`src/rtl/cnn_cell_state_if.sv`:
```
// Cell-output / template-sum handshake between cnn_cell_state (master) and
// the neighbourhood/template stage (slave).
interface cnn_cell_state_if #(
  parameter int unsigned SUM_W = 17,
  parameter int unsigned Y_W   = 9
);
  logic signed [Y_W-1:0]   y_out;
  logic                    y_valid;
  logic                    y_ready;
  logic signed [SUM_W-1:0] sum_in;
  logic                    sum_valid;

  modport master (
    output y_out, y_valid,
    input  y_ready, sum_in, sum_valid
  );

  modport slave (
    input  y_out, y_valid,
    output y_ready, sum_in, sum_valid
  );
endinterface

```
`src/rtl/cnn_cell_state.sv`:
```
// CNN cell state integrator: forward-Euler update of x from the template sum,
// saturated output y offered back to the template stage until x settles.
module cnn_cell_state #(
  parameter int unsigned SUM_W      = 17,
  parameter int unsigned Y_W        = 9,
  parameter int unsigned DT_SHIFT   = 3,
  parameter int unsigned YMAX       = 128,
  parameter int unsigned MAX_ITER   = 64,
  parameter int unsigned TOL        = 1,
  parameter int unsigned STABLE_CNT = 4,
  parameter int unsigned ITER_W     = 7
) (
  input  logic                    clk,
  input  logic                    rst,
  input  logic                    start,
  input  logic signed [SUM_W-1:0] x_init,
  cnn_cell_state_if.master        cif,
  output logic                    busy,
  output logic                    done,
  output logic                    converged,
  output logic [ITER_W-1:0]       iter_count
);

  localparam int unsigned ST_W = $clog2(STABLE_CNT + 1);

  localparam logic signed [SUM_W+1:0] XMAX   = (SUM_W+2)'((2**(SUM_W-1)) - 1);
  localparam logic signed [SUM_W+1:0] XMIN   = -((SUM_W+2)'(2**(SUM_W-1)));
  localparam logic signed [SUM_W:0]   TOL_P  = (SUM_W+1)'(TOL);
  localparam logic signed [SUM_W:0]   TOL_N  = -((SUM_W+1)'(TOL));
  localparam logic signed [SUM_W-1:0] YMAX_X = SUM_W'(YMAX);
  localparam logic signed [SUM_W-1:0] YMIN_X = -(SUM_W'(YMAX));

  typedef enum logic [1:0] {IDLE, EMIT, WAIT, DONE} state_t;

  state_t                  state;
  logic signed [SUM_W-1:0] x;
  logic [ST_W-1:0]         stable;

  logic signed [SUM_W:0]   diff;
  logic signed [SUM_W:0]   delta;
  logic signed [SUM_W+1:0] xsum;
  logic signed [SUM_W-1:0] x_next;
  logic                    in_tol;
  logic [ST_W-1:0]         stable_next;
  logic [ITER_W-1:0]       iter_next;

  function automatic logic signed [Y_W-1:0] clamp(input logic signed [SUM_W-1:0] v);
    if (v > YMAX_X)      return Y_W'(YMAX_X);
    else if (v < YMIN_X) return Y_W'(YMIN_X);
    else                 return Y_W'(v);
  endfunction

  // Difference is taken one bit wider so sum - x cannot overflow; the
  // arithmetic shift then floors toward -inf.
  always_comb begin
    diff        = (SUM_W+1)'(cif.sum_in) - (SUM_W+1)'(x);
    delta       = diff >>> DT_SHIFT;
    xsum        = (SUM_W+2)'(x) + (SUM_W+2)'(delta);
    if (xsum > XMAX)      x_next = SUM_W'(XMAX);
    else if (xsum < XMIN) x_next = SUM_W'(XMIN);
    else                  x_next = SUM_W'(xsum);
    in_tol      = (delta <= TOL_P) && (delta >= TOL_N);
    stable_next = in_tol ? stable + ST_W'(1) : '0;
    iter_next   = iter_count + ITER_W'(1);
  end

  always_ff @(posedge clk) begin
    if (rst) begin
      state       <= IDLE;
      x           <= '0;
      stable      <= '0;
      iter_count  <= '0;
      cif.y_out   <= '0;
      cif.y_valid <= 1'b0;
      busy        <= 1'b0;
      done        <= 1'b0;
      converged   <= 1'b0;
    end else begin
      case (state)
        IDLE, DONE: begin
          if (start) begin
            state       <= EMIT;
            x           <= x_init;
            cif.y_out   <= clamp(x_init);
            cif.y_valid <= 1'b1;
            iter_count  <= '0;
            stable      <= '0;
            busy        <= 1'b1;
            done        <= 1'b0;
            converged   <= 1'b0;
          end
        end
        EMIT: begin
          if (cif.y_ready) begin
            state       <= WAIT;
            cif.y_valid <= 1'b0;
          end
        end
        WAIT: begin
          if (cif.sum_valid) begin
            x          <= x_next;
            cif.y_out  <= clamp(x_next);
            iter_count <= iter_next;
            stable     <= stable_next;
            // Convergence is tested first so it wins on the capping iteration.
            if (stable_next == ST_W'(STABLE_CNT)) begin
              state     <= DONE;
              converged <= 1'b1;
              busy      <= 1'b0;
              done      <= 1'b1;
            end else if (iter_next == ITER_W'(MAX_ITER)) begin
              state     <= DONE;
              converged <= 1'b0;
              busy      <= 1'b0;
              done      <= 1'b1;
            end else begin
              state       <= EMIT;
              cif.y_valid <= 1'b1;
            end
          end
        end
        default: state <= IDLE;
      endcase
    end
  end

endmodule
```
`src/flat_wrapper.sv`:
```
// flat-port wrapper written by rule: the top's interface ports become plain ports
module cnn_cell_state_flat 
#(
  parameter int unsigned SUM_W      = 17,
  parameter int unsigned Y_W        = 9,
  parameter int unsigned DT_SHIFT   = 3,
  parameter int unsigned YMAX       = 128,
  parameter int unsigned MAX_ITER   = 64,
  parameter int unsigned TOL        = 1,
  parameter int unsigned STABLE_CNT = 4,
  parameter int unsigned ITER_W     = 7
)
  (clk, rst, start, x_init, busy, done, converged, iter_count, cif_y_out, cif_y_valid, cif_y_ready, cif_sum_in, cif_sum_valid);
  cnn_cell_state_if #(.SUM_W(SUM_W), .Y_W(Y_W)) cif_i ();
  input  logic clk;
  input  logic rst;
  input  logic start;
  input  logic signed [SUM_W-1:0] x_init;
  output logic busy;
  output logic done;
  output logic converged;
  output logic [ITER_W-1:0] iter_count;
  output wire logic [$bits(cif_i.y_out)-1:0] cif_y_out;
  output wire logic [$bits(cif_i.y_valid)-1:0] cif_y_valid;
  input wire logic [$bits(cif_i.y_ready)-1:0] cif_y_ready;
  input wire logic [$bits(cif_i.sum_in)-1:0] cif_sum_in;
  input wire logic [$bits(cif_i.sum_valid)-1:0] cif_sum_valid;
  assign cif_y_out = cif_i.y_out;
  assign cif_y_valid = cif_i.y_valid;
  assign cif_i.y_ready = cif_y_ready;
  assign cif_i.sum_in = cif_sum_in;
  assign cif_i.sum_valid = cif_sum_valid;
  cnn_cell_state #(.SUM_W(SUM_W), .Y_W(Y_W), .DT_SHIFT(DT_SHIFT), .YMAX(YMAX), .MAX_ITER(MAX_ITER), .TOL(TOL), .STABLE_CNT(STABLE_CNT), .ITER_W(ITER_W)) u_core (.clk(clk), .rst(rst), .start(start), .x_init(x_init), .cif(cif_i), .busy(busy), .done(done), .converged(converged), .iter_count(iter_count));
endmodule
```
`config.mk`:
```
export PLATFORM = sky130hd
export DESIGN_NAME = cnn_cell_state_flat
export DESIGN_NICKNAME = d
export VERILOG_FILES = /design/src/rtl/cnn_cell_state_if.sv /design/src/rtl/cnn_cell_state.sv /design/src/flat_wrapper.sv
export SDC_FILE = /design/constraint.sdc
export NUM_CORES = 1
export LEC_CHECK = 0
export ABC_AREA = 1
export CAP_MARGIN = 15
export CORE_MARGIN = 2
export CORE_UTILIZATION = 51
export DETAILED_ROUTE_END_ITERATION = 12
export GPL_TIMING_DRIVEN = 0
export PLACE_DENSITY = 0.78
export SLEW_MARGIN = 20
export SYNTH_ARGS = -nofsm -noshare
export SYNTH_HDL_FRONTEND = slang
export SYNTH_SLANG_ARGS = --single-unit
```
`constraint.sdc`:
```
create_clock -name clk -period 3.3 [get_ports clk]
set_input_delay 0.495 -clock clk [delete_from_list [all_inputs] [get_ports clk]]
set_output_delay 0.495 -clock clk [all_outputs]
set_load 0.01 [all_outputs]
```
==> results of run 1 <==
==> per-layer routing <==
metal	wire length, um	share of wire, %	global-route usage (%)
met3	695	4.6	2.734
met2	7603	50	57.45
met1	6222	41	35.25
met4	680	4.5	14.96
met5	0	0	0
==> stage by stage <==
step	setup TNS [ns]	cell area (sq um)	cells	util (%)	hold slack [ns]
after floorplan	-0.5360	4906	727	-	0.4491
after global placement	-19.93	5622	893	65.42	0.4545
after detailed placement	-22.24	5622	893	65.42	0.4540
after CTS	-3.960	6489	942	75.51	0.4682
after global routing	-10.90	6614	946	76.97	0.4915
final	-7.116	6614	946	76.97	0.4677
==> cells in the mapped netlist, types with 5 or more instances <==
cell        n
a21oi_1    76
inv_2       7
a21oi_2     8
dfxtp_1    42
nand3_1    47
nor2_1     48
a21o_1      5
a41oi_1     6
nand2_1   205
o21bai_1    6
xor2_1     12
a221oi_1    7
clkbuf_1   11
ha_1       39
o211ai_1    5
inv_1      92
nand4_1     9
nand2_2    10
o21ai_0    27
nor3_1     11
xnor2_1     6
nor4_1      5
==> cell families (layout without fill, tap and decap cells) <==
logic type / after synthesis / count (layout) / share of synthesized area, %
adders and majority gates: 40 / 40 / 11.36
buffers and inverters: 117 / 227 / 10.22
DFF: 42 / 42 / 18.81
AOI/OAI and AO/OA: 155 / 155 / 20.80
xor gates and xnor gates: 18 / 18 / 3.526
and+or+nand+nor: 355 / 356 / 35.29
==> layout make-up <==
class	count	area share [%]
buffer	16	1.230
tap	108	2.043
timing repair buffer	102	13.73
inverter	101	5.846
clock inverter	1	0.07567
multi-input combinational	569	62.56
sequential	42	13.20
clock buffer	7	1.305
==> worst paths after layout <==
check | from | end | slack, ns | depth (start not counted)
hold / removal | u_core.done | u_core.done | 0.47 | 2
hold reg to reg | u_core.done | u_core.done | 0.47 | 2
setup / recovery | cif_sum_in[9] | u_core.cif.y_out[6] | -0.51 | 27
setup reg to reg | u_core.x[4] | u_core.cif.y_out[6] | -0.49 | 29
==> flip-flops by register name, summed over array words and instances, names as in the netlist <==
signal	count
u_core.x	17
u_core.cif.y_out	9
u_core.iter_count	7
u_core.stable	3
u_core.state	2
u_core.busy	1
u_core.cif.y_valid	1
u_core.converged	1
u_core.done	1
==> worst reg2reg max path: cells and delay by family (launching register included) <==
family / cells / cell delay (ns)
simple gates: 18 / 1.69
flops: 1 / 0.35
fa+ha+maj: 2 / 0.60
buf+inv: 4 / 0.35
compound gates: 5 / 0.73
==> what timing repair did <==
| item | in CTS | in global routing |
|---|---|---|
| pin swaps | 80 | 27 |
| setup endpoints to repair | 26 | 26 |
| gates resized for setup | 150 | 26 |
| setup buffers | 40 | 4 |
| cloned | 1 | 0 |
==> results by group, run 1 <==
CTS
  – Clock Sinks: 42
  – Total CTS buffers: 5
  – Max clock buf depth: 2
  – Hold_buf cts: 0
  – CTS tree: done
  – Clock transition at path regs: ~0.07 ns
  – H-tree levels: 2
  – Clk Latency, worst-skew pair: about 0.30 ns
  – Clock root buffer: clkbuf_8

STA
  – Fin worst setup slack: -0.5118 ns
  – Worst Tran Pin Value: 0.9440 ns
  – Fmax achieved: roughly 260 MHz
  – Rel. slew slack: 36.53%
  – Worst clock skew: between 0.015 and 0.02 ns
  – Finish-stage setup viols: 25
  – Slew Limit Fails: 0
  – Final Critical Period: between 3 and 4 ns
  – Unrepaired setup endpoints after global routing: yes
  – Final critical-path share of the clock period: 115.5%
  – Final hold viol count: 0

Route
  – Routed len/inst: around 16 um
  – Routed Antenna Nets: 0
  – Final WL: 15200 um
  – Routed vias/inst: about 5.7
  – Pre-antenna DRT Iters: 5
  – DR iter-0 viols: ~270
  – DRC: 0
  – Via count: about 5400

Worst setup path
  – Setup crit end kind: register
  – Worst Path Buf+Inv: 3
  – Critical Path Fanout Max: 7
  – Required @ worst endpoint: ~3.5 ns
  – CP Class: input pin to register
  – Max incr delay on CP: slightly above 0.3 ns
  – Critical path's top delay family: simple AND/OR/NAND/NOR gates
  – Critical path's slowest cell: ha_4
  – Setup crit start kind: input pin
  – CP Data Arrival Time: between 4 and 5 ns

Logic synthesis
  – Seq cells post-synth: 42
  – Ys Warns: 0
  – Synth top area share: a little under a fifth
  – Netlist Area Pre-Place: ~4500 sq um
  – Sequential share of the synthesized area: approximately a fifth
  – Mapped Cells: 727
  – Post-synth cell types: 45
  – Area leader, netlist: dfxtp_1
  – Synth Flop Type: dfxtp_1
  – Post-synth EDFFs: 0
  – Net Count, Synth: 806
  – FFs w/ async S/R, synth: 0%
  – Mean post-synth cell area: 6.149 sq um
  – Synth top area cells: dfxtp_1 19%, nand2_1 17%, ha_1 11%

Finish
  – Commonest non-fill, non-tap cell in the layout: nand2_1
  – Register Area: between 800 and 900 sq um
  – Share of cells above drive strength 1: between 30 and 40%
  – FILL cells: between 600 and 700
  – Number of nets in the layout: between 900 and 1000
  – Most frequent cells in the layout: 152 x nand2_1, 73 x inv_1, 56 x a21oi_1
  – Multi-input gate area: 4138 sq um
  – Synthesis-to-layout area growth: 47.94%
  – # diodes: 0

Job
  – Max Cap Viol: 0

Die
  – Die W: slightly below 100 um
  – IO Pins: 59
  – Core Area: 8593 sq um
  – Initial Util: about 52%
  – Die height: 97.63 um
  – Die area: between 9000 and 10000 sq um
  – Num rows: 34

Worst hold path
  – Hold WC Path Type: register to register

Place
  – Gpl congestion: approximately 0.93
  – Port bufs: a little under 60
  – Pre-CTS worst setup slack: -1.127 ns
  – Dpl hpwl: 11090 um

GRT
  – Vias in the first global route: ~5400
  – Global route total overflow: 0
  – First-pass GRT wire length: roughly 24000 um
  – Initial antenna violation count: 0
  – Tot GR Track Use: 30.93%
  – Largest net degree at the start of global routing: 13

Run status
  – Failing checks: negative setup slack
  – Outcome: complete, but fails checks
Power of run 1 is left out: the tool's default activity adds up to more than one toggle a clock period on the data nets, which glitch-free logic cannot reach.
==> run 2, diff against run 1 <==
--- a/config.mk
+++ b/config.mk
@@ -7,11 +7,13 @@
 export LEC_CHECK = 0
 export ABC_AREA = 1
 export CAP_MARGIN = 15
+export CORE_ASPECT_RATIO = 1.25
 export CORE_MARGIN = 2
 export CORE_UTILIZATION = 51
 export DETAILED_ROUTE_END_ITERATION = 12
 export GPL_TIMING_DRIVEN = 0
 export PLACE_DENSITY = 0.78
+export RECOVER_POWER = 25
 export SLEW_MARGIN = 20
 export SYNTH_ARGS = -nofsm -noshare
 export SYNTH_HDL_FRONTEND = slang
==> run 2 against run 1 <==
Net effect:
- the run still ends with negative setup slack left
- maximum frequency up 0.20%
- wire length grew 5.9%
- critical path type unchanged
- critical path depth is the same
- first-iteration DRC count increased by 28%
- count of clock-buffer cells in the layout is 1 lower
- global-route usage is 1.9 points higher
- highest routed layer unchanged
- sequential share of layout area decreased by 0.48 points
- core utilization rose by 3.0 points
- final cell count up 1.4%
- largest cell class unchanged
- critical endpoint is now u_core.cif.y_out[7]
- register-to-register slack about the same
- non-clock buffer count grew 3
==> results by group, run 2 (synthesis results as in run 1) <==
Worst setup path
  – Worst R2R Start: u_core.x[4]
  – Stages on worst setup path: 27 (unchanged)
  – Max incr delay on CP: 0.32 ns (about the same)
  – FF-to-FF path depth: 29 (unchanged)
  – CP Launch Point: cif_sum_in[9]
  – Required @ worst endpoint: 3.48 ns (-0.04 ns)
  – Setup crit start kind: input pin
  – CP Data Arrival Time: 3.98 ns (-0.05 ns)
  – CP Class: input pin to register
  – Critical path's slowest cell: ha_4
  – Worst Path Buf+Inv: 5 (+2)
  – Worst path most repeated cell: nand2_4
  – Setup crit end kind: register
  – Critical path's top delay family: simple AND/OR/NAND/NOR gates
  – Critical Path Fanout Max: 7 (unchanged)

Run status
  – Failing checks: negative setup slack
  – Outcome: complete, but fails checks

Die
  – Die W: 87.74 um (-10%)
  – Num rows: 38 (+12%)
  – Die height: 108.7 um (+11%)
  – Core Area: 8606 sq um (+0.15%)
  – Initial Util: 51.95% (-0.076 points)
  – Die area: 9535 sq um (about the same)
  – IO Pins: 59 (unchanged)

Place
  – Port bufs: 58 (unchanged)
  – Dpl hpwl: 11230 um (+1.3%)
  – Pre-CTS worst setup slack: -1.090 ns (+0.03754 ns)
  – Gpl congestion: 0.9077 (-2.5%)

Finish
  – FILL cells: 609 (-5.4%)
  – Synthesis-to-layout area growth: 54.02%
  – Most frequent cells in the layout: 135 x nand2_1, 72 x inv_1, 59 x nand2_2
  – Number of nets in the layout: 919 (+0.33%)
  – Largest register FFs: 17 (unchanged)
  – Share of cells above drive strength 1: 36.95% (+4.8 points)
  – Regs by FF count: u_core.x (17), u_core.cif.y_out (9), u_core.iter_count (7)
  – Biggest register: u_core.x
  – Commonest non-fill, non-tap cell in the layout: nand2_1
  – Post-layout util: 80.01% (+3.0 points)
  – # diodes: 0 (unchanged)

GRT
  – Initial antenna violation count: 0 (unchanged)
  – Global route total overflow: 0 (unchanged)
  – Vias in the first global route: 5516 (+1.7%)
  – First-pass GRT wire length: 24760 um (+1.3%)
  – Tot GR Track Use: 32.84% (+1.9 points)
  – Largest net degree at the start of global routing: 12 (-1)

Worst hold path
  – Hold Path Stages: 2 (unchanged)
  – Hold WC Path Type: register to register
  – Worst hold start: u_core.converged

Route
  – Final WL: 16100 um (+5.9%)
  – Routed Antenna Nets: 0 (unchanged)
  – DRC: 0 (unchanged)
  – Pre-antenna DRT Iters: 8 (+3)
  – Via count: 5489 (+1.2%)
  – DR iter-0 viols: 349 (+28%)
  – Routed len/inst: 16.79 um (+4.5%)
  – Routed vias/inst: 5.724 (-0.14%)

STA
  – Slew Limit Fails: 0 (unchanged)
  – Fmax achieved: 262.9 MHz (+0.20%)
  – Fin worst setup slack: -0.5043 ns (+0.007522 ns)
  – Finish-stage setup viols: 26 (+4.0%)
  – Final hold viol count: 0 (unchanged)
  – Worst Tran Pin Value: 0.9115 ns (-0.03249 ns)
  – Rel. slew slack: 38.71% (+2.2 points)
  – Final critical-path share of the clock period: 115.3% (-0.23 points)
  – Unrepaired setup endpoints after global routing: yes
  – Worst clock skew: 0.008090 ns (-0.007536 ns)
  – Final Critical Period: 3.804 ns (-0.007522 ns)

CTS
  – CTS tree: done
  – Clock root buffer: clkbuf_8
  – Max clock buf depth: 2 (unchanged)
  – Clock transition at path regs: 0.08 ns (about the same)
  – H-tree levels: 2 (unchanged)
  – Clk Latency, worst-skew pair: 0.31 ns (about the same)
  – Clock Sinks: 42 (unchanged)
  – Total CTS buffers: 5 (unchanged)

Job
  – Max Cap Viol: 0 (unchanged)
[run 2: changes by cell type in the layout (fill, tap and decap cells not counted), sizes merged]
cell,change
buf,+2
clkbuf,-1
clkdlybuf4s15,+3
clkinv,-2
dlygate4sd2,-2
dlygate4sd3,+9
inv,+1
clkdlybuf4s50,-9
[run 2: tightest hold or removal path: stages, from the launching register on]
cell     delay, ns
dfxtp_1       0.31
nand2_1       0.06
a21oi_1       0.05
[run 2: final cells by class]
type / count / area (sq um) / share of cell area, %
buffer: 16 / 90.09 / 1.308
clock buffer: 6 / 82.58 / 1.199
inverter: 101 / 391.6 / 5.688
multi-input combinational: 569 / 4354 / 63.24
sequential: 42 / 875.8 / 12.72
tap: 120 / 150.1 / 2.181
timing repair buffer: 105 / 940.9 / 13.67
[run 2: what timing repair did]
item                                    CTS  global route
endpoints found under the setup margin   26            26
setup buffers                            36            12
gates resized for setup                 146            93
gates cloned                              1             0
hold buffers                              0             0
pin swaps                                71            45
[run 2: per-stage QoR]
| step | instances | TNS, ns | instance area (sq um) | hold slack, ns |
|---|---|---|---|---|
| 3_3_place_gp | 905 | -20.78 | 5637 | 0.4556 |
| 3_5_place_dp | 905 | -22.00 | 5637 | 0.4528 |
| 6_report | 959 | -6.309 | 6885 | 0.4650 |
| 4_1_cts | 948 | -4.012 | 6474 | 0.4710 |
| 2_1_floorplan | 727 | -0.5360 | 4906 | 0.4491 |
| 5_1_grt | 959 | -11.05 | 6885 | 0.4845 |
[run 2: final timing paths]
kind                              end  slack, ns
setup / recovery  u_core.cif.y_out[7]      -0.50
hold / removal       u_core.converged       0.47
setup reg to reg  u_core.cif.y_out[7]      -0.49
hold reg to reg      u_core.converged       0.47
[run 2: metal layers]
metal	up-vias	track usage, %	share of wire, %
li1	2644	-	-
met1	2550	33.78	37
met2	223	62.88	53
met3	72	3.861	4.6
met4	0	18.02	5.1
met5	-	0	0
Power of run 2 is left out for the same reason.
==> run 3, diff against run 2 <==
--- a/config.mk
+++ b/config.mk
@@ -12,6 +12,7 @@
 export CORE_UTILIZATION = 51
 export DETAILED_ROUTE_END_ITERATION = 12
 export GPL_TIMING_DRIVEN = 0
+export HOLD_SLACK_MARGIN = 0.1
 export PLACE_DENSITY = 0.78
 export RECOVER_POWER = 25
 export SLEW_MARGIN = 20
==> results of run 3 <==
No change in the layout: final DEF, timing and power equal those of run 2.
Power of run 3 is left out for the same reason.
